**src/rtl/lif_pkg.sv**
```systemverilog
// Shared constants and width helpers for the leaky integrate-and-fire layer.
package lif_pkg;

  localparam logic LIF_RESET_ZERO = 1'b0;
  localparam logic LIF_RESET_SUB  = 1'b1;

  // Wide enough that summing every weight of a row can never overflow.
  function automatic int lifCurrentWidth(input int weightW, input int numInputs);
    return weightW + $clog2(numInputs + 1);
  endfunction

endpackage

```
**src/rtl/lif_layer_if.sv**
```systemverilog
// Bus bundle for lif_layer: timestep strobe, spike vector, shared config, weights and read-outs.
interface lif_layer_if #(
  parameter int NUM_NEURONS = 4,
  parameter int NUM_INPUTS  = 8,
  parameter int WEIGHT_W    = 2,
  parameter int POT_W       = 5,
  parameter int DECAY_W     = 3,
  parameter int REFR_W      = 5
);

  localparam int SEL_W = (NUM_NEURONS > 1) ? $clog2(NUM_NEURONS) : 1;

  logic                                     enable;
  logic [NUM_INPUTS-1:0]                    input_spikes;
  logic [NUM_NEURONS*NUM_INPUTS*WEIGHT_W-1:0] weights;
  logic [POT_W-1:0]                         threshold;
  logic [DECAY_W-1:0]                       decay;
  logic [REFR_W-1:0]                        refractory_period;
  logic                                     reset_mode;
  logic [SEL_W-1:0]                         dbg_sel;
  logic [POT_W-1:0]                         membrane_potential_out;
  logic [NUM_NEURONS-1:0]                   spike_out;

  modport master (
    output enable, input_spikes, weights, threshold, decay,
           refractory_period, reset_mode, dbg_sel,
    input  membrane_potential_out, spike_out
  );

  modport slave (
    input  enable, input_spikes, weights, threshold, decay,
           refractory_period, reset_mode, dbg_sel,
    output membrane_potential_out, spike_out
  );

endinterface

```
**src/rtl/lif_neuron_core.sv**
```systemverilog
// One leaky integrate-and-fire neuron: weighted input sum, leak, saturate, fire and refractory hold.
module lif_neuron_core
  import lif_pkg::*;
#(
  parameter int NUM_INPUTS = 8,
  parameter int WEIGHT_W   = 2,
  parameter int POT_W      = 5,
  parameter int DECAY_W    = 3,
  parameter int REFR_W     = 5
) (
  input  logic                           clk,
  input  logic                           rst_n,
  input  logic                           enable_i,
  input  logic [NUM_INPUTS-1:0]          spikes_i,
  input  logic [NUM_INPUTS*WEIGHT_W-1:0] weights_i,
  input  logic [POT_W-1:0]               threshold_i,
  input  logic [DECAY_W-1:0]             decay_i,
  input  logic [REFR_W-1:0]              refrPeriod_i,
  input  logic                           resetMode_i,
  output logic [POT_W-1:0]               pot_o,
  output logic                           spike_o
);

  localparam int CUR_W  = lifCurrentWidth(WEIGHT_W, NUM_INPUTS);
  localparam int MAX_AB = (CUR_W > POT_W) ? CUR_W : POT_W;
  localparam int EXT_W  = ((MAX_AB > DECAY_W) ? MAX_AB : DECAY_W) + 1;

  localparam logic [EXT_W-1:0] POT_MAX = EXT_W'({POT_W{1'b1}});

  logic [CUR_W-1:0]  current;
  logic [EXT_W-1:0]  potExt;
  logic [EXT_W-1:0]  decayExt;
  logic [EXT_W-1:0]  leak;
  logic [EXT_W-1:0]  sum;
  logic [POT_W-1:0]  sat;
  logic              fire;

  logic [POT_W-1:0]  pot_q, pot_d;
  logic [REFR_W-1:0] refrCnt_q, refrCnt_d;
  logic              spike_q, spike_d;

  always_comb begin
    current = '0;
    for (int j = 0; j < NUM_INPUTS; j++) begin
      if (spikes_i[j]) begin
        current = current + CUR_W'(weights_i[j*WEIGHT_W +: WEIGHT_W]);
      end
    end
  end

  // Leak floors at zero and saturation happens before the threshold compare.
  always_comb begin
    potExt   = EXT_W'(pot_q);
    decayExt = EXT_W'(decay_i);
    leak     = (potExt >= decayExt) ? (potExt - decayExt) : '0;
    sum      = leak + EXT_W'(current);
    sat      = (sum > POT_MAX) ? {POT_W{1'b1}} : sum[POT_W-1:0];
    fire     = (sat >= threshold_i);
  end

  always_comb begin
    pot_d     = pot_q;
    refrCnt_d = refrCnt_q;
    spike_d   = 1'b0;
    if (enable_i) begin
      if (refrCnt_q != '0) begin
        refrCnt_d = refrCnt_q - 1'b1;
      end else if (fire) begin
        spike_d   = 1'b1;
        refrCnt_d = refrPeriod_i;
        pot_d     = '0;
        case (resetMode_i)
          LIF_RESET_ZERO: pot_d = '0;
          LIF_RESET_SUB:  pot_d = sat - threshold_i;
        endcase
      end else begin
        pot_d = sat;
      end
    end
  end

  always_ff @(posedge clk or negedge rst_n) begin
    if (!rst_n) begin
      pot_q     <= '0;
      refrCnt_q <= '0;
      spike_q   <= 1'b0;
    end else begin
      pot_q     <= pot_d;
      refrCnt_q <= refrCnt_d;
      spike_q   <= spike_d;
    end
  end

  assign pot_o   = pot_q;
  assign spike_o = spike_q;

endmodule

```
**src/rtl/lif_layer.sv**
```systemverilog
// Layer of parallel LIF neurons sharing one spike vector, plus a debug mux of stored potentials.
module lif_layer
  import lif_pkg::*;
#(
  parameter int NUM_NEURONS = 4,
  parameter int NUM_INPUTS  = 8,
  parameter int WEIGHT_W    = 2,
  parameter int POT_W       = 5,
  parameter int DECAY_W     = 3,
  parameter int REFR_W      = 5
) (
  input  logic       clk,
  input  logic       reset,
  lif_layer_if.slave bus
);

  localparam int SEL_W = (NUM_NEURONS > 1) ? $clog2(NUM_NEURONS) : 1;
  localparam int ROW_W = NUM_INPUTS * WEIGHT_W;

  logic [POT_W-1:0]       potAll [NUM_NEURONS];
  logic [NUM_NEURONS-1:0] spikeAll;
  logic [POT_W-1:0]       dbgPot;

  for (genvar n = 0; n < NUM_NEURONS; n++) begin : gNeuron
    lif_neuron_core #(
      .NUM_INPUTS (NUM_INPUTS),
      .WEIGHT_W   (WEIGHT_W),
      .POT_W      (POT_W),
      .DECAY_W    (DECAY_W),
      .REFR_W     (REFR_W)
    ) uCore (
      .clk          (clk),
      .rst_n        (reset),
      .enable_i     (bus.enable),
      .spikes_i     (bus.input_spikes),
      .weights_i    (bus.weights[n*ROW_W +: ROW_W]),
      .threshold_i  (bus.threshold),
      .decay_i      (bus.decay),
      .refrPeriod_i (bus.refractory_period),
      .resetMode_i  (bus.reset_mode),
      .pot_o        (potAll[n]),
      .spike_o      (spikeAll[n])
    );
  end

  // Indices with no neuron behind them fall through to zero.
  always_comb begin
    dbgPot = '0;
    for (int n = 0; n < NUM_NEURONS; n++) begin
      if (bus.dbg_sel == SEL_W'(n)) begin
        dbgPot = potAll[n];
      end
    end
  end

  assign bus.membrane_potential_out = dbgPot;
  assign bus.spike_out              = spikeAll;

endmodule

```
**src/flat_wrapper.sv**
```systemverilog
// flat-port wrapper written by rule: the top's interface ports become plain ports
module lif_layer_flat import lif_pkg::*;
#(
  parameter int NUM_NEURONS = 4,
  parameter int NUM_INPUTS  = 8,
  parameter int WEIGHT_W    = 2,
  parameter int POT_W       = 5,
  parameter int DECAY_W     = 3,
  parameter int REFR_W      = 5
)
  (clk, reset, bus_enable, bus_input_spikes, bus_weights, bus_threshold, bus_decay, bus_refractory_period, bus_reset_mode, bus_dbg_sel, bus_membrane_potential_out, bus_spike_out);
  lif_layer_if #(.NUM_NEURONS(NUM_NEURONS), .NUM_INPUTS(NUM_INPUTS), .WEIGHT_W(WEIGHT_W), .POT_W(POT_W), .DECAY_W(DECAY_W), .REFR_W(REFR_W)) bus_i ();
  input  logic clk;
  input  logic reset;
  input wire logic [$bits(bus_i.enable)-1:0] bus_enable;
  input wire logic [$bits(bus_i.input_spikes)-1:0] bus_input_spikes;
  input wire logic [$bits(bus_i.weights)-1:0] bus_weights;
  input wire logic [$bits(bus_i.threshold)-1:0] bus_threshold;
  input wire logic [$bits(bus_i.decay)-1:0] bus_decay;
  input wire logic [$bits(bus_i.refractory_period)-1:0] bus_refractory_period;
  input wire logic [$bits(bus_i.reset_mode)-1:0] bus_reset_mode;
  input wire logic [$bits(bus_i.dbg_sel)-1:0] bus_dbg_sel;
  output wire logic [$bits(bus_i.membrane_potential_out)-1:0] bus_membrane_potential_out;
  output wire logic [$bits(bus_i.spike_out)-1:0] bus_spike_out;
  assign bus_i.enable = bus_enable;
  assign bus_i.input_spikes = bus_input_spikes;
  assign bus_i.weights = bus_weights;
  assign bus_i.threshold = bus_threshold;
  assign bus_i.decay = bus_decay;
  assign bus_i.refractory_period = bus_refractory_period;
  assign bus_i.reset_mode = bus_reset_mode;
  assign bus_i.dbg_sel = bus_dbg_sel;
  assign bus_membrane_potential_out = bus_i.membrane_potential_out;
  assign bus_spike_out = bus_i.spike_out;
  lif_layer #(.NUM_NEURONS(NUM_NEURONS), .NUM_INPUTS(NUM_INPUTS), .WEIGHT_W(WEIGHT_W), .POT_W(POT_W), .DECAY_W(DECAY_W), .REFR_W(REFR_W)) u_core (.clk(clk), .reset(reset), .bus(bus_i));
endmodule
```
**config.mk**
```make
export PLATFORM = sky130hd
export DESIGN_NAME = lif_layer_flat
export DESIGN_NICKNAME = d
export VERILOG_FILES = /design/src/rtl/lif_pkg.sv /design/src/rtl/lif_layer_if.sv /design/src/rtl/lif_neuron_core.sv /design/src/rtl/lif_layer.sv /design/src/flat_wrapper.sv
export SDC_FILE = /design/constraint.sdc
export NUM_CORES = 1
export LEC_CHECK = 0
export BUFFER_PORTS_ARGS = -buffer_cell sky130_fd_sc_hd__buf_2
export CAP_MARGIN = 10
export CORE_ASPECT_RATIO = 0.5
export CORE_MARGIN = 5
export CORE_UTILIZATION = 43
export CTS_BUF_LIST = sky130_fd_sc_hd__clkbuf_4 sky130_fd_sc_hd__clkbuf_8 sky130_fd_sc_hd__clkbuf_16
export DETAILED_ROUTE_END_ITERATION = 10
export PLACE_DENSITY_LB_ADDON = 0.12
export REMOVE_ABC_BUFFERS = 1
export SYNTH_ARGS = -nofsm -noshare
export SYNTH_HDL_FRONTEND = slang
export SYNTH_SLANG_ARGS = --single-unit
```
**constraint.sdc**
```tcl
create_clock -name clk -period 12.72 [get_ports clk]
set_input_delay 1.272 -clock clk [delete_from_list [all_inputs] [get_ports clk]]
set_output_delay 1.272 -clock clk [all_outputs]
set_load 0.01 [all_outputs]
```
Word level (Yosys, flattened, before mapping)
Cells that the tools add are included.

Input bits: 91. Register bits: 44. Word-level logic and storage cells: 165. Output and inout port bits: 9.

Add/sub/neg operators: 44. Reduce and logical (&&, ||, !) cells: 17. Mux-type cells: 72. Equal/unequal tests: 3. $lt $le $gt $ge: 12. Bitwise gates (word level): 5.

Operator list (count): 6-bit by 2-bit adder with 6-bit output (28); 6-bit 2-to-1 mux (28); 5-bit 2-to-1 mux (20); 5-bit case mux with 2 select lines (4); 7-bit by 6-bit adder with 7-bit output (4); 7-bit by 5-bit > comparator with 1-bit output, second input constant (4); 7-bit 2-to-1 mux (4); 5-bit by 3-bit subtractor with 6-bit output (4); 5-bit by 3-bit >= comparator with 1-bit output (4); 5-bit >= comparator (4); 5-bit nonzero test (4); 5-bit by 1-bit subtractor with 5-bit output, second input constant (4); 5-bit subtractor (4); 2-bit AND reduction (8); 1-bit 2-to-1 mux (12); 2-bit 2-to-1 mux (4); 2-bit nonzero test (4); 1-bit NOT (5); 2-bit == test, second input constant (2); 2-bit by 1-bit == test with 1-bit output, second input constant (1); 2-bit zero test (1).

Longest topological paths before layout
Gate-level depths: netlist of the first run.

Depth after elaboration: 22. Gate-level depth with buffers: 45.

Cells and area by module
From an unflattened synthesis of the first run, not the netlist that was laid out.

Cell total of the unflattened synthesis: 1076. Area, all modules: 9016.1 um2.

By module, submodules not included: lif_neuron_core (u_core.gNeuron[1].uCore ...) (instances 2, cells each 262, area each 2209.6 um2); lif_neuron_core (u_core.gNeuron[0].uCore) (instances 1, cells each 268, area each 2262.2 um2); lif_neuron_core (u_core.gNeuron[2].uCore) (instances 1, cells each 278, area each 2210.9 um2); lif_layer (instances 1, cells each 6, area each 123.9 um2).

Worst setup path before layout of the first run
OpenSTA, ideal clock, no wires.

Kind: input port to flip-flop. Start point: input port bus_weights[32]. End point: register u_core.gNeuron[2].uCore.refrCnt_q[3]. Arrival: 9.888 ns. Setup slack: 2.695 ns. Path buffers: 1. Library setup time: 0.137 ns. Stages: 43. Required time: 12.583 ns. Cell sequence: and2_4 ha_1 fa_1 nand2_1 o21ai_1 inv_1 fa_1 nand2_1 o21ai_0 fa_1 mux2i_1 inv_1 fa_1 nand2_1 o21ai_1 fa_1 mux2i_1 inv_1 [... 7 more ...] a21oi_1 nor2b_1 o21a_1 or4b_1 nand3_1 a22o_1 clkbuf_1 nor2b_1 ha_1 nand2b_1 a21o_1 a21o_1 a21oi_1 o21ba_2 nand2_1 and2_1 a21oi_1 a21oi_1.

Longest elaborated chain between the ends: 21.

Ends and longest elaborated chain: from (decl) (line flat_wrapper.sv:17) `input wire logic [$bits(bus_i.weights)-1:0] bus_weights;`; 2-bit 2-to-1 mux (*) (line lif_neuron_core.sv:45) `if (spikes_i[j]) begin`; 6-bit by 2-bit adder with 6-bit output (line lif_neuron_core.sv:46) `current = current + CUR_W'(weights_i[j*WEIGHT_W +: WEIGHT_W]);`; 6-bit 2-to-1 mux (*) (line lif_neuron_core.sv:45); 6-bit by 2-bit adder with 6-bit output (line lif_neuron_core.sv:46); 6-bit 2-to-1 mux (*) (line lif_neuron_core.sv:45); 6-bit by 2-bit adder with 6-bit output (line lif_neuron_core.sv:46); 6-bit 2-to-1 mux (*) (line lif_neuron_core.sv:45); 6-bit by 2-bit adder with 6-bit output (line lif_neuron_core.sv:46); [... 5 more ...]; 6-bit by 2-bit adder with 6-bit output (line lif_neuron_core.sv:46); 6-bit 2-to-1 mux (*) (line lif_neuron_core.sv:45); 7-bit by 6-bit adder with 7-bit output (*) (line lif_neuron_core.sv:56) `sum = leak + EXT_W'(current);`; 7-bit by 5-bit > comparator with 1-bit output (line lif_neuron_core.sv:57) `sat = (sum > POT_MAX) ? {POT_W{1'b1}} : sum[POT_W-1:0];`; 5-bit 2-to-1 mux (*) (line lif_neuron_core.sv:57); 5-bit >= comparator (*) (line lif_neuron_core.sv:58) `fire = (sat >= threshold_i);`; 2-bit nonzero test (no source line) (*); 2-bit AND reduction (no source line) (*); to (signal assigned) (line lif_neuron_core.sv:89) `refrCnt_q <= refrCnt_d;`; to (decl) (line lif_neuron_core.sv:39) `logic [REFR_W-1:0] refrCnt_q, refrCnt_d;`.

Every way passes the cells marked *; elsewhere a longest branch is shown, timed or not. A chain may end at the register's enable or synchronous reset.

Final worst setup path of the first run
Start point: input port bus_input_spikes[0]. End point: register u_core.gNeuron[1].uCore.pot_q[2].

Longest elaborated chain between the ends: 21. Elaborated cells on any way between the ends: 22. Classes of those cells: add/sub (9); order compare (2); mux (11).

Ends and longest elaborated chain: from (decl) (line flat_wrapper.sv:16) `input wire logic [$bits(bus_i.input_spikes)-1:0] bus_input_spikes;`; 2-bit 2-to-1 mux (*) (line lif_neuron_core.sv:45); 6-bit by 2-bit adder with 6-bit output (line lif_neuron_core.sv:46); 6-bit 2-to-1 mux (*) (line lif_neuron_core.sv:45); 6-bit by 2-bit adder with 6-bit output (line lif_neuron_core.sv:46); 6-bit 2-to-1 mux (*) (line lif_neuron_core.sv:45); 6-bit by 2-bit adder with 6-bit output (line lif_neuron_core.sv:46); 6-bit 2-to-1 mux (*) (line lif_neuron_core.sv:45); 6-bit by 2-bit adder with 6-bit output (line lif_neuron_core.sv:46); [... 5 more ...]; 6-bit by 2-bit adder with 6-bit output (line lif_neuron_core.sv:46); 6-bit 2-to-1 mux (*) (line lif_neuron_core.sv:45); 7-bit by 6-bit adder with 7-bit output (*) (line lif_neuron_core.sv:56); 7-bit by 5-bit > comparator with 1-bit output (line lif_neuron_core.sv:57); 5-bit 2-to-1 mux (*) (line lif_neuron_core.sv:57); 5-bit subtractor (line lif_neuron_core.sv:74) `LIF_RESET_SUB: pot_d = sat - threshold_i;`; 5-bit case mux with 2 select lines (line lif_neuron_core.sv:72) `case (resetMode_i)`; 5-bit 2-to-1 mux (*) (line lif_neuron_core.sv:68) `end else if (fire) begin`; to (signal assigned) (line lif_neuron_core.sv:88) `pot_q <= pot_d;`; to (decl) (line lif_neuron_core.sv:38) `logic [POT_W-1:0] pot_q, pot_d;`.

Marks and branches as above.

==> flow_summary_export.csv, run 1 <==
group,metric,value,unit
die,dieArea,23560,µm²
sta,hold_viol,0,
worst_setup_path,worstPathMaxFanout,8,
sta,fin_skew,0.005646,ns
synth,ys.flop_type,"dfrtp_1",
grt,grt_max_degree,45,
worst_setup_path,crit_path_end_kind,"flip-flop",
sta,setup_viol,0,
sta,holdWs,0.5081,ns
sta,rsz0062_at_grt,"false",
synth,synth_seq_cells,44,
worst_hold_path,min_to,"u_core.gNeuron[0].uCore.refrCnt_q[0]$_DFFE_PN0P_",
clocking,cts.path.max_buffers,2,
clocking,post_cts_buffers,0,
sta,fin_tns_setup,0,ns
die,core_area,19770,µm²
grt,grt_use_total,17.26,%
worst_setup_path,cp_common_cell,"fa_1",
final_layout,drive_above_1_share,14.68,%
final_layout,nNetsFinal,1400,
grt,grt_pass1_vias,7272,
worst_hold_path,hold_path_class,"flip-flop to flip-flop",
sta,final_max_slew_viol_count,0,
power_and_ir_drop,p_per_area,266.1,nW/µm²
final_layout,fillers,1963,
run_status,outcome,"finished clean",
final_layout,mostFrequentLayoutCell,"inv_1",
clocking,path_clk_slew,0.06,ns
synth,netlist_instances,1081,
worst_setup_path,crit_type,"input port to flip-flop",
detailed_routing,via_per_inst,5.238,
detailed_routing,drt_iter0_markers,385,
sta,fin_crit_sh,83.25,%
die,die_w,212.1,µm
grt,grt_overflow,0,
clocking,numClockSinks,44,
worst_setup_path,ff2ff_setup_slack,6.77,ns
worst_hold_path,worstHoldPathCells,1,
power_and_ir_drop,comb_power_share,83.6,%
die,ios,100,
sta,max_freq,0.09443,GHz
clocking,cts_tree,"done",
job,maxCapViolations,0,
grt,grt_pass1_wl,34.67,mm
worst_setup_path,crit_required,12.89,ns
synth,synthesis.area,8785,µm²
synth,seq_area_frac_synth,12.53,%
worst_setup_path,cp.arrival,10.76,ns
worst_setup_path,reg2reg_depth,27,
place,globalplace.congestion,0.8502,
worst_setup_path,crit_slowest_cell,"fa_1",
synth,synth.distinct_cells,70,
worst_setup_path,reg2reg_from,"u_core.gNeuron[1].uCore.pot_o[0]$_DFFE_PN0P_",
worst_setup_path,r2r_end,"u_core.gNeuron[1].uCore.pot_o[2]$_DFFE_PN0P_",
clocking,numCtsBuffers,5,
power_and_ir_drop,total_power,0.002561,W
power_and_ir_drop,leakage,4.775,nW
detailed_routing,ant_nets,0,
power_and_ir_drop,p_clk_share,5.3,%
synth,synth_enable_flop_cells,0,
place,hpwlAfterDp,17.41,mm
detailed_routing,drc,0,
final_layout,multiInputGateArea,7010,µm²
power_and_ir_drop,p_int,0.001219,W
final_layout,final_core_util,48.67,%
die,rows,36,
final_layout,syn2layout_area_growth,9.557,%
clocking,clk_latency,0.28,ns
power_and_ir_drop,ir_drop,0.1199,mV
final_layout,layout_common_cells,"inv_1, ha_1, nand2_1, buf_2, a21oi_1",
detailed_routing,vias,7469,
sta,maxSlewHeadroom,32.30,%
sta,worstMarginPinSlew,1.016,ns
place,dpl-instance-area,9465,µm²
die,fp.dieH,111.1,µm
clocking,cts_htree_levels,2,
clocking,ctsHoldBuffers,0,
clocking,cts_root_buf,"clkbuf_16",
power_and_ir_drop,pwr-share-seq,11.1,%
worst_hold_path,hold_start,"u_core.gNeuron[0].uCore.refrCnt_q[0]$_DFFE_PN0P_",
final_layout,regArea,1101,µm²
die,initial_core_util,44.43,%
grt,antenna_found_initial,3,
sta,fin_crit,10.59,ns
synth,ys_warn_count,0,
worst_setup_path,slowest_delay,0.50,ns
final_layout,final_area,9624,µm²
power_and_ir_drop,p_sw_share,52.39,%
place,portBuffers,99,
detailed_routing,dr.pass1.iters,4,
clocking,ctsResizeCount,0,
synth,async_flop_share,100.0,%
synth,synth.avg_cell_area,8.126,µm²
worst_setup_path,start_kind,"input port",
detailed_routing,wire_per_inst,14.18,µm
detailed_routing,routed_wl,20.23,mm
power_and_ir_drop,power_switching,0.001342,W
-- state kept, by name, indices dropped and copies added (netlist names) --
register	flops
u_core.gNeuron.uCore.refrCnt_q	20
u_core.gNeuron.uCore.pot_o	20
u_core.gNeuron.uCore.spike_o	4
-- synth_stat cells (7+ instances only) --
cell | instances | share of area [%]
inv_1 | 140 | 6.0
dfrtp_1 | 44 | 13
or2_2 | 7 | 0.50
a21oi_1 | 83 | 4.7
nor3_1 | 41 | 2.3
o21bai_1 | 8 | 0.68
nand2b_1 | 23 | 1.6
clkbuf_1 | 20 | 0.85
mux2_4 | 24 | 4.1
nor2b_1 | 38 | 2.7
o21ai_1 | 11 | 0.63
nand2_1 | 99 | 4.2
and2_1 | 8 | 0.57
fa_1 | 40 | 9.1
xor2_1 | 27 | 2.7
nand3_1 | 22 | 1.3
xnor2_1 | 44 | 4.4
nor3b_1 | 7 | 0.60
a21o_1 | 38 | 3.2
a221o_1 | 11 | 1.3
o21ai_0 | 49 | 2.8
ha_1 | 112 | 16
mux2i_1 | 22 | 2.5
nor4_1 | 13 | 0.93
nor2_1 | 42 | 1.8
-- cells by family after synthesis --
| family | Yosys count | share of synthesized area (%) |
|---|---|---|
| AO/OA/AOI/OAI | 247 | 17.79 |
| AND/OR/NAND/NOR | 334 | 19.98 |
| buffers and inverters | 170 | 7.663 |
| XOR/XNOR | 77 | 8.318 |
| multiplexers | 55 | 8.403 |
| adder cells (fa/ha/maj) | 154 | 25.31 |
| flip-flops | 44 | 12.53 |
-- critical path, delay by kind of cell --
kind	cells	cell delay (ns)
adders and majority gates	10	4.15
and+or+nand+nor	12	1.70
AOI/OAI and AO/OA	13	2.46
muxes	3	0.73
buffers and inverters	4	0.44
-- worst max path at each step --
stage                              from  slack [ns]                                                to
floorplan               bus_weights[32]        2.87  u_core.gNeuron[2].uCore.refrCnt_q[3]$_DFFE_PN0P_
finish              bus_input_spikes[0]        2.13      u_core.gNeuron[1].uCore.pot_o[2]$_DFFE_PN0P_
global route        bus_input_spikes[0]        1.19  u_core.gNeuron[2].uCore.refrCnt_q[3]$_DFFE_PN0P_
detailed placement  bus_input_spikes[0]        1.77  u_core.gNeuron[2].uCore.refrCnt_q[3]$_DFFE_PN0P_
global placement    bus_input_spikes[0]        1.87  u_core.gNeuron[2].uCore.refrCnt_q[3]$_DFFE_PN0P_
CTS                 bus_input_spikes[0]        2.06  u_core.gNeuron[2].uCore.refrCnt_q[3]$_DFFE_PN0P_
-- metrics by stage --
step | setup WS [ns] | std cells
4_1_cts | 2.059 | 1424
2_1_floorplan | 2.870 | 1051
5_1_grt | 1.194 | 1425
3_5_place_dp | 1.768 | 1416
3_3_place_gp | 1.869 | 1416
6_report | 2.130 | 1426
-- power by group through the flow --
stage	Sequential, W	Clock [W]	Combinational, W
detailed placement	0.000284	0	0.00211
global placement	0.000285	0	0.00208
global route	0.000295	0.000144	0.00245
floorplan	0.000257	0	0.00168
CTS	0.000283	0.000138	0.00214
finish	0.000285	0.000135	0.00214
-- metal layers --
layer / part of all wire, % / vias up / track usage, % / wire length [µm]
li1: - / 3895 / - / -
met1: 51 / 3431 / 25.08 / 10230
met2: 43 / 121 / 28.02 / 8785
met3: 4.9 / 18 / 2.234 / 983
met4: 0.97 / 4 / 2.530 / 197
met5: 0.12 / - / 0 / 24
-- layout make-up --
type	instances	share of cell area [%]
diodes	2	0.05200
repair buffers	99	5.148
inverters	140	5.460
well taps	266	3.458
clock buffers	8	1.599
multi-input cells	867	72.84
flip-flops and latches	44	11.44
No activity file was read; power rests on OpenSTA's default activity.
==> run 2, diff against run 1 <==
==> constraint.sdc (replaced) <==
create_clock -name clk -period 9.9 [get_ports clk]
set_input_delay 0.99 -clock clk [delete_from_list [all_inputs] [get_ports clk]]
set_output_delay 0.99 -clock clk [all_outputs]
set_load 0.01 [all_outputs]
==> flow_summary_export.csv, run 2 (synthesis results as in run 1) <==
group,metric,value,unit
run_status,outcome,"finished clean",
worst_setup_path,cp.arrival,9.54,ns
power_and_ir_drop,leakage,5.091,nW
sta,fin_crit_sh,94.58,%
grt,grt_overflow,0,
final_layout,syn2layout_area_growth,16.78,%
die,rows,36,
clocking,numClockSinks,44,
worst_setup_path,crit_path_end_kind,"flip-flop",
sta,max_freq,0.1068,GHz
final_layout,nNetsFinal,1454,
clocking,clk_latency,0.28,ns
clocking,path_clk_slew,0.06,ns
detailed_routing,drc,0,
clocking,ctsHoldBuffers,0,
worst_setup_path,slowest_delay,0.51,ns
worst_setup_path,critical_path.top_delay_family,"adder cells",
sta,hold_viol,0,
final_layout,final_area,10260,µm²
grt,grt_max_degree,45,
detailed_routing,vias,7709,
worst_setup_path,crit_required,10.08,ns
sta,setup_viol,0,
worst_setup_path,worstPathMaxFanout,8,
final_layout,mostFrequentLayoutCell,"inv_1",
sta,worstMarginPinSlew,1.022,ns
power_and_ir_drop,p_per_area,357.6,nW/µm²
clocking,cts_tree,"done",
clocking,numCtsBuffers,5,
final_layout,layout_common_cells,"inv_1, ha_1, buf_2",
place,hpwlAfterDp,17.81,mm
clocking,cts.path.max_buffers,2,
power_and_ir_drop,ir_drop,0.1722,mV
die,dieArea,23560,µm²
grt,grt_pass1_wl,35.24,mm
place,portBuffers,99,
detailed_routing,via_per_inst,5.205,
grt,grt_use_total,17.62,%
place,globalplace.congestion,0.8547,
worst_setup_path,cp_num_buf_inv,5,
die,die_w,212.1,µm
detailed_routing,ant_nets,0,
detailed_routing,dr.pass1.iters,5,
die,fp.dieH,111.1,µm
sta,fin_crit,9.364,ns
sta,fin_skew,0.005558,ns
final_layout,drive_above_1_share,23.02,%
detailed_routing,wire_per_inst,14.22,µm
detailed_routing,drt_iter0_markers,352,
place,dpl-instance-area,9818,µm²
grt,antenna_found_initial,4,
die,core_area,19770,µm²
detailed_routing,routed_wl,21.07,mm
worst_setup_path,crit_type,"input port to flip-flop",
grt,grt_pass1_vias,7440,
worst_setup_path,cp_common_cell,"fa_1",
sta,final_max_slew_viol_count,0,
die,initial_core_util,44.43,%
worst_setup_path,crit_slowest_cell,"fa_1",
sta,maxSlewHeadroom,31.87,%
clocking,cts_htree_levels,2,
final_layout,final_core_util,51.88,%
worst_hold_path,hold_path_class,"flip-flop to flip-flop",
clocking,cts_root_buf,"clkbuf_16",
job,maxCapViolations,0,
die,ios,100,
worst_setup_path,start_kind,"input port",
==> run 2: changes by cell type in the layout (fill, tap and decap cells not counted), moves of 4 or more <==
cell     change
a21oi_2     +13
mux2i_1      -6
o21ai_0      -9
mux2i_2      +6
a21oi_1     -13
buf_4       +54
o21ai_1      -6
o21ai_2     +14
nor2b_1      -4
==> run 2: cell type report <==
class                      instances  area [µm²]
multi-input combinational        867        7237
antenna                            3       7.507
clock buffer                       7       146.4
sequential                        44        1101
timing repair buffer             153       900.9
tap                              266       332.8
fill                            1863        9515
inverter                         140       525.5
clock inverter                     1       7.507
==> run 2: worst reg2reg max path: cells and delay by family (launching register included) <==
| family | cells | cell delay [ns] |
|---|---|---|
| buffers and inverters | 4 | 0.35 |
| adders and majority gates | 4 | 1.11 |
| DFF | 1 | 0.43 |
| and+or+nand+nor | 9 | 1.78 |
| AOI/OAI and AO/OA | 11 | 1.71 |
==> run 2: repair_timing <==
action / in CTS / in global routing
hold endpoints to repair: 0 / 0
resized for setup: 4 / 65
endpoints found under the setup margin: 9 / 44
gates cloned: 0 / 0
setup buffers: 0 / 7
pin swaps: 0 / 14
==> run 2: worst paths after layout <==
kind                                                                     to  slack (ns)  cells after the start                                              from
hold reg to reg            u_core.gNeuron[2].uCore.refrCnt_q[4]$_DFFE_PN0P_        0.54                      1  u_core.gNeuron[2].uCore.refrCnt_q[4]$_DFFE_PN0P_
hold / removal             u_core.gNeuron[2].uCore.refrCnt_q[4]$_DFFE_PN0P_        0.54                      1  u_core.gNeuron[2].uCore.refrCnt_q[4]$_DFFE_PN0P_
setup / recovery           u_core.gNeuron[1].uCore.refrCnt_q[0]$_DFFE_PN0P_        0.54                     43                               bus_input_spikes[0]
max in group asynchronous      u_core.gNeuron[0].uCore.pot_o[3]$_DFFE_PN0P_        8.39                      1                                             reset
min in group asynchronous         u_core.gNeuron[0].uCore.spike_o$_DFF_PN0_        0.89                      1                                             reset
setup reg to reg           u_core.gNeuron[1].uCore.refrCnt_q[0]$_DFFE_PN0P_        4.40                     28      u_core.gNeuron[1].uCore.pot_o[0]$_DFFE_PN0P_
==> run 2: report_power, final <==
part           switching (W)  leakage [nW]  internal [W]  total, W
registers           0.000110         0.546      0.000259  0.000369
logic                0.00165          4.47       0.00148   0.00313
clock network      0.0000694        0.0736      0.000103  0.000173
==> run 2: metrics by stage <==
| stage | setup WS, ns | instances | hold slack (ns) | total power, W | TNS, ns |
|---|---|---|---|---|---|
| 2_1_floorplan | 0.3320 | 1051 | 0.4729 | 0.002493 | 0 |
| 3_3_place_gp | -0.1039 | 1463 | 0.5070 | 0.003259 | -1.036 |
| 3_5_place_dp | -0.3684 | 1463 | 0.5040 | 0.003306 | -7.636 |
| 4_1_cts | 0.01877 | 1471 | 0.5183 | 0.003517 | 0 |
| 5_1_grt | -0.03568 | 1480 | 0.5617 | 0.004087 | -0.2096 |
| 6_report | 0.5365 | 1481 | 0.5373 | 0.003668 | 0 |
==> run 2: metal layers <==
layer,global-route usage [%],up-vias,share of wire (%)
li1,-,4007,-
met4,3.345,4,1.2
met2,28.42,130,44
met5,0,-,0.10
met3,1.866,26,3.7
met1,25.68,3542,51
==> run 3, diff against run 2 <==
--- a/config.mk
+++ b/config.mk
@@ -9,7 +9,7 @@
 export CAP_MARGIN = 10
 export CORE_ASPECT_RATIO = 0.5
 export CORE_MARGIN = 5
-export CORE_UTILIZATION = 43
+export CORE_UTILIZATION = 50
 export CTS_BUF_LIST = sky130_fd_sc_hd__clkbuf_4 sky130_fd_sc_hd__clkbuf_8 sky130_fd_sc_hd__clkbuf_16
 export DETAILED_ROUTE_END_ITERATION = 10
 export PLACE_DENSITY_LB_ADDON = 0.12
==> flow_summary_export.csv, run 3 (synthesis results as in run 1) <==
group,metric,value,unit
clocking,path_clk_slew,0.06,ns
grt,grt_max_degree,45,
sta,maxSlewHeadroom,33.21,%
sta,holdWs,0.5311,ns
worst_setup_path,cp_common_cell,"fa_1",
worst_hold_path,hold_path_class,"flip-flop to flip-flop",
grt,grt_overflow,0,
final_layout,nNetsFinal,1469,
clocking,numClockSinks,44,
sta,fin_crit_sh,95.71,%
worst_setup_path,crit_required,10.04,ns
sta,final_max_slew_viol_count,0,
final_layout,final_area,10380,µm²
worst_hold_path,hold_start,"u_core.gNeuron[0].uCore.refrCnt_q[0]$_DFFE_PN0P_",
clocking,cts_tree,"done",
worst_setup_path,cp.arrival,9.61,ns
clocking,cts.path.max_buffers,2,
clocking,clk_latency,0.28,ns
worst_setup_path,reg2reg_depth,29,
detailed_routing,ant_nets,0,
worst_setup_path,crit_slowest_cell,"fa_1",
final_layout,syn2layout_area_growth,18.13,%
final_layout,insertedDiodeCount,0,
clocking,cts_root_buf,"clkbuf_16",
power_and_ir_drop,p_per_area,370.5,nW/µm²
run_status,outcome,"finished clean",
final_layout,layout_common_cells,"inv_1, ha_1, buf_2",
worst_setup_path,ff2ff_setup_slack,4.25,ns
worst_setup_path,start_kind,"input port",
final_layout,drive_above_1_share,24.37,%
worst_setup_path,worstPathMaxFanout,5,
grt,antenna_found_initial,2,
worst_setup_path,crit_type,"input port to flip-flop",
place,hpwlAfterDp,17.68,mm
sta,fin_crit,9.475,ns
grt,grt_use_total,20.01,%
worst_setup_path,reg2reg_from,"u_core.gNeuron[3].uCore.pot_o[0]$_DFFE_PN0P_",
clocking,numCtsBuffers,5,
detailed_routing,drt_iter0_markers,340,
detailed_routing,vias,7923,
detailed_routing,via_per_inst,5.423,
detailed_routing,drc,0,
grt,grtUsageMet1,28.84,%
die,fp.dieH,103.7,µm
worst_hold_path,worstHoldPathCells,1,
detailed_routing,routed_wl,21.17,mm
die,core_area,17310,µm²
worst_setup_path,crit_path_end_kind,"flip-flop",
place,portBuffers,99,
grt,grt_pass1_vias,7534,
final_layout,mostFrequentLayoutCell,"inv_1",
grt,use_met3,2.660,%
grt,grt_pass1_wl,35.22,mm
die,dieArea,20480,µm²
worst_setup_path,r2r_end,"u_core.gNeuron[3].uCore.refrCnt_q[2]$_DFFE_PN0P_",
place,globalplace.congestion,0.9025,
power_and_ir_drop,ir_drop,0.1772,mV
place,place_ws,-0.2462,ns
place,dpl-instance-area,9838,µm²
sta,max_freq,0.1055,GHz
die,rows,34,
worst_hold_path,min_to,"u_core.gNeuron[0].uCore.refrCnt_q[0]$_DFFE_PN0P_",
grt,use_met2,33.04,%
die,ios,100,
sta,hold_viol,0,
sta,fin_skew,0.004433,ns
detailed_routing,dr.pass1.iters,5,
detailed_routing,wire_per_inst,14.49,µm
sta,worstMarginPinSlew,1.002,ns
power_and_ir_drop,leakage,5.191,nW
die,initial_core_util,50.74,%
sta,fin_tns_setup,0,ns
sta,setup_viol,0,
sta,setup_ws,0.4251,ns
worst_setup_path,slowest_delay,0.51,ns
grt,busiest_layer,"met2",
die,die_w,197.5,µm
job,maxCapViolations,0,
clocking,cts_htree_levels,2,
[run 3: cell types whose count changed in the layout (fill, tap and decap cells not counted), sizes merged]
cell | previous run | this run
buf | 153 | 168
clkbuf | 7 | 8
clkinvlp | 1 | 0
diode | 3 | 0
[run 3: routing by layer]
metal  share of wire, %  vias up
met5               0.12        -
met4               0.62        4
met3                4.6       16
met2                 45      143
met1                 50     3724
li1                   -     4036
[run 3: worst max path at each step]
stage	from	to	slack [ns]
floorplan	bus_weights[32]	u_core.gNeuron[2].uCore.refrCnt_q[3]$_DFFE_PN0P_	0.33
global placement	bus_input_spikes[0]	u_core.gNeuron[1].uCore.pot_o[4]$_DFFE_PN0P_	-0.07
detailed placement	bus_input_spikes[0]	u_core.gNeuron[0].uCore.pot_o[2]$_DFFE_PN0P_	-0.25
CTS	bus_input_spikes[0]	u_core.gNeuron[2].uCore.refrCnt_q[3]$_DFFE_PN0P_	0.03
global route	bus_input_spikes[0]	u_core.gNeuron[1].uCore.refrCnt_q[3]$_DFFE_PN0P_	-0.11
finish	bus_input_spikes[0]	u_core.gNeuron[1].uCore.refrCnt_q[3]$_DFFE_PN0P_	0.43
[run 3: critical path, delay by kind of cell]
kind                     cells  cell delay, ns
AND/OR/NAND/NOR             12            1.61
adder cells (fa/ha/maj)     10            4.01
AO/OA/AOI/OAI               14            1.89
multiplexers                 3            0.60
buffers and inverters        5            0.50
[run 3: final cells by class]
type	instances	area (µm²)
inverters	140	525.5
multi-input cells	867	7291
well taps	234	292.8
flip-flops and latches	44	1101
clock buffers	8	153.9
fillers	1595	6937
repair buffers	168	1013
[run 3: power by group]
| group | leakage, nW | switching (W) | internal (W) | total [W] |
|---|---|---|---|---|
| clock network | 0.0780 | 0.0000681 | 0.000106 | 0.000174 |
| registers | 0.546 | 0.000113 | 0.000259 | 0.000372 |
| logic | 4.57 | 0.00172 | 0.00158 | 0.00330 |
| total | 5.19 | 0.00190 | 0.00195 | 0.00384 |
[run 3: per-stage QoR]
step / util (%) / power, W / cells
after floorplan: - / 0.002493 / 1051
after global placement: 56.82 / 0.003297 / 1439
after detailed placement: 56.82 / 0.003362 / 1439
after CTS: 57.71 / 0.003565 / 1447
after global routing: 59.94 / 0.004263 / 1461
final: 59.94 / 0.003845 / 1461
[run 3: repair_timing]
item                                    CTS  global route
gates resized for setup                   0            77
hold buffers                              0             0
endpoints found under the setup margin    0            44
buffers inserted                          0            14
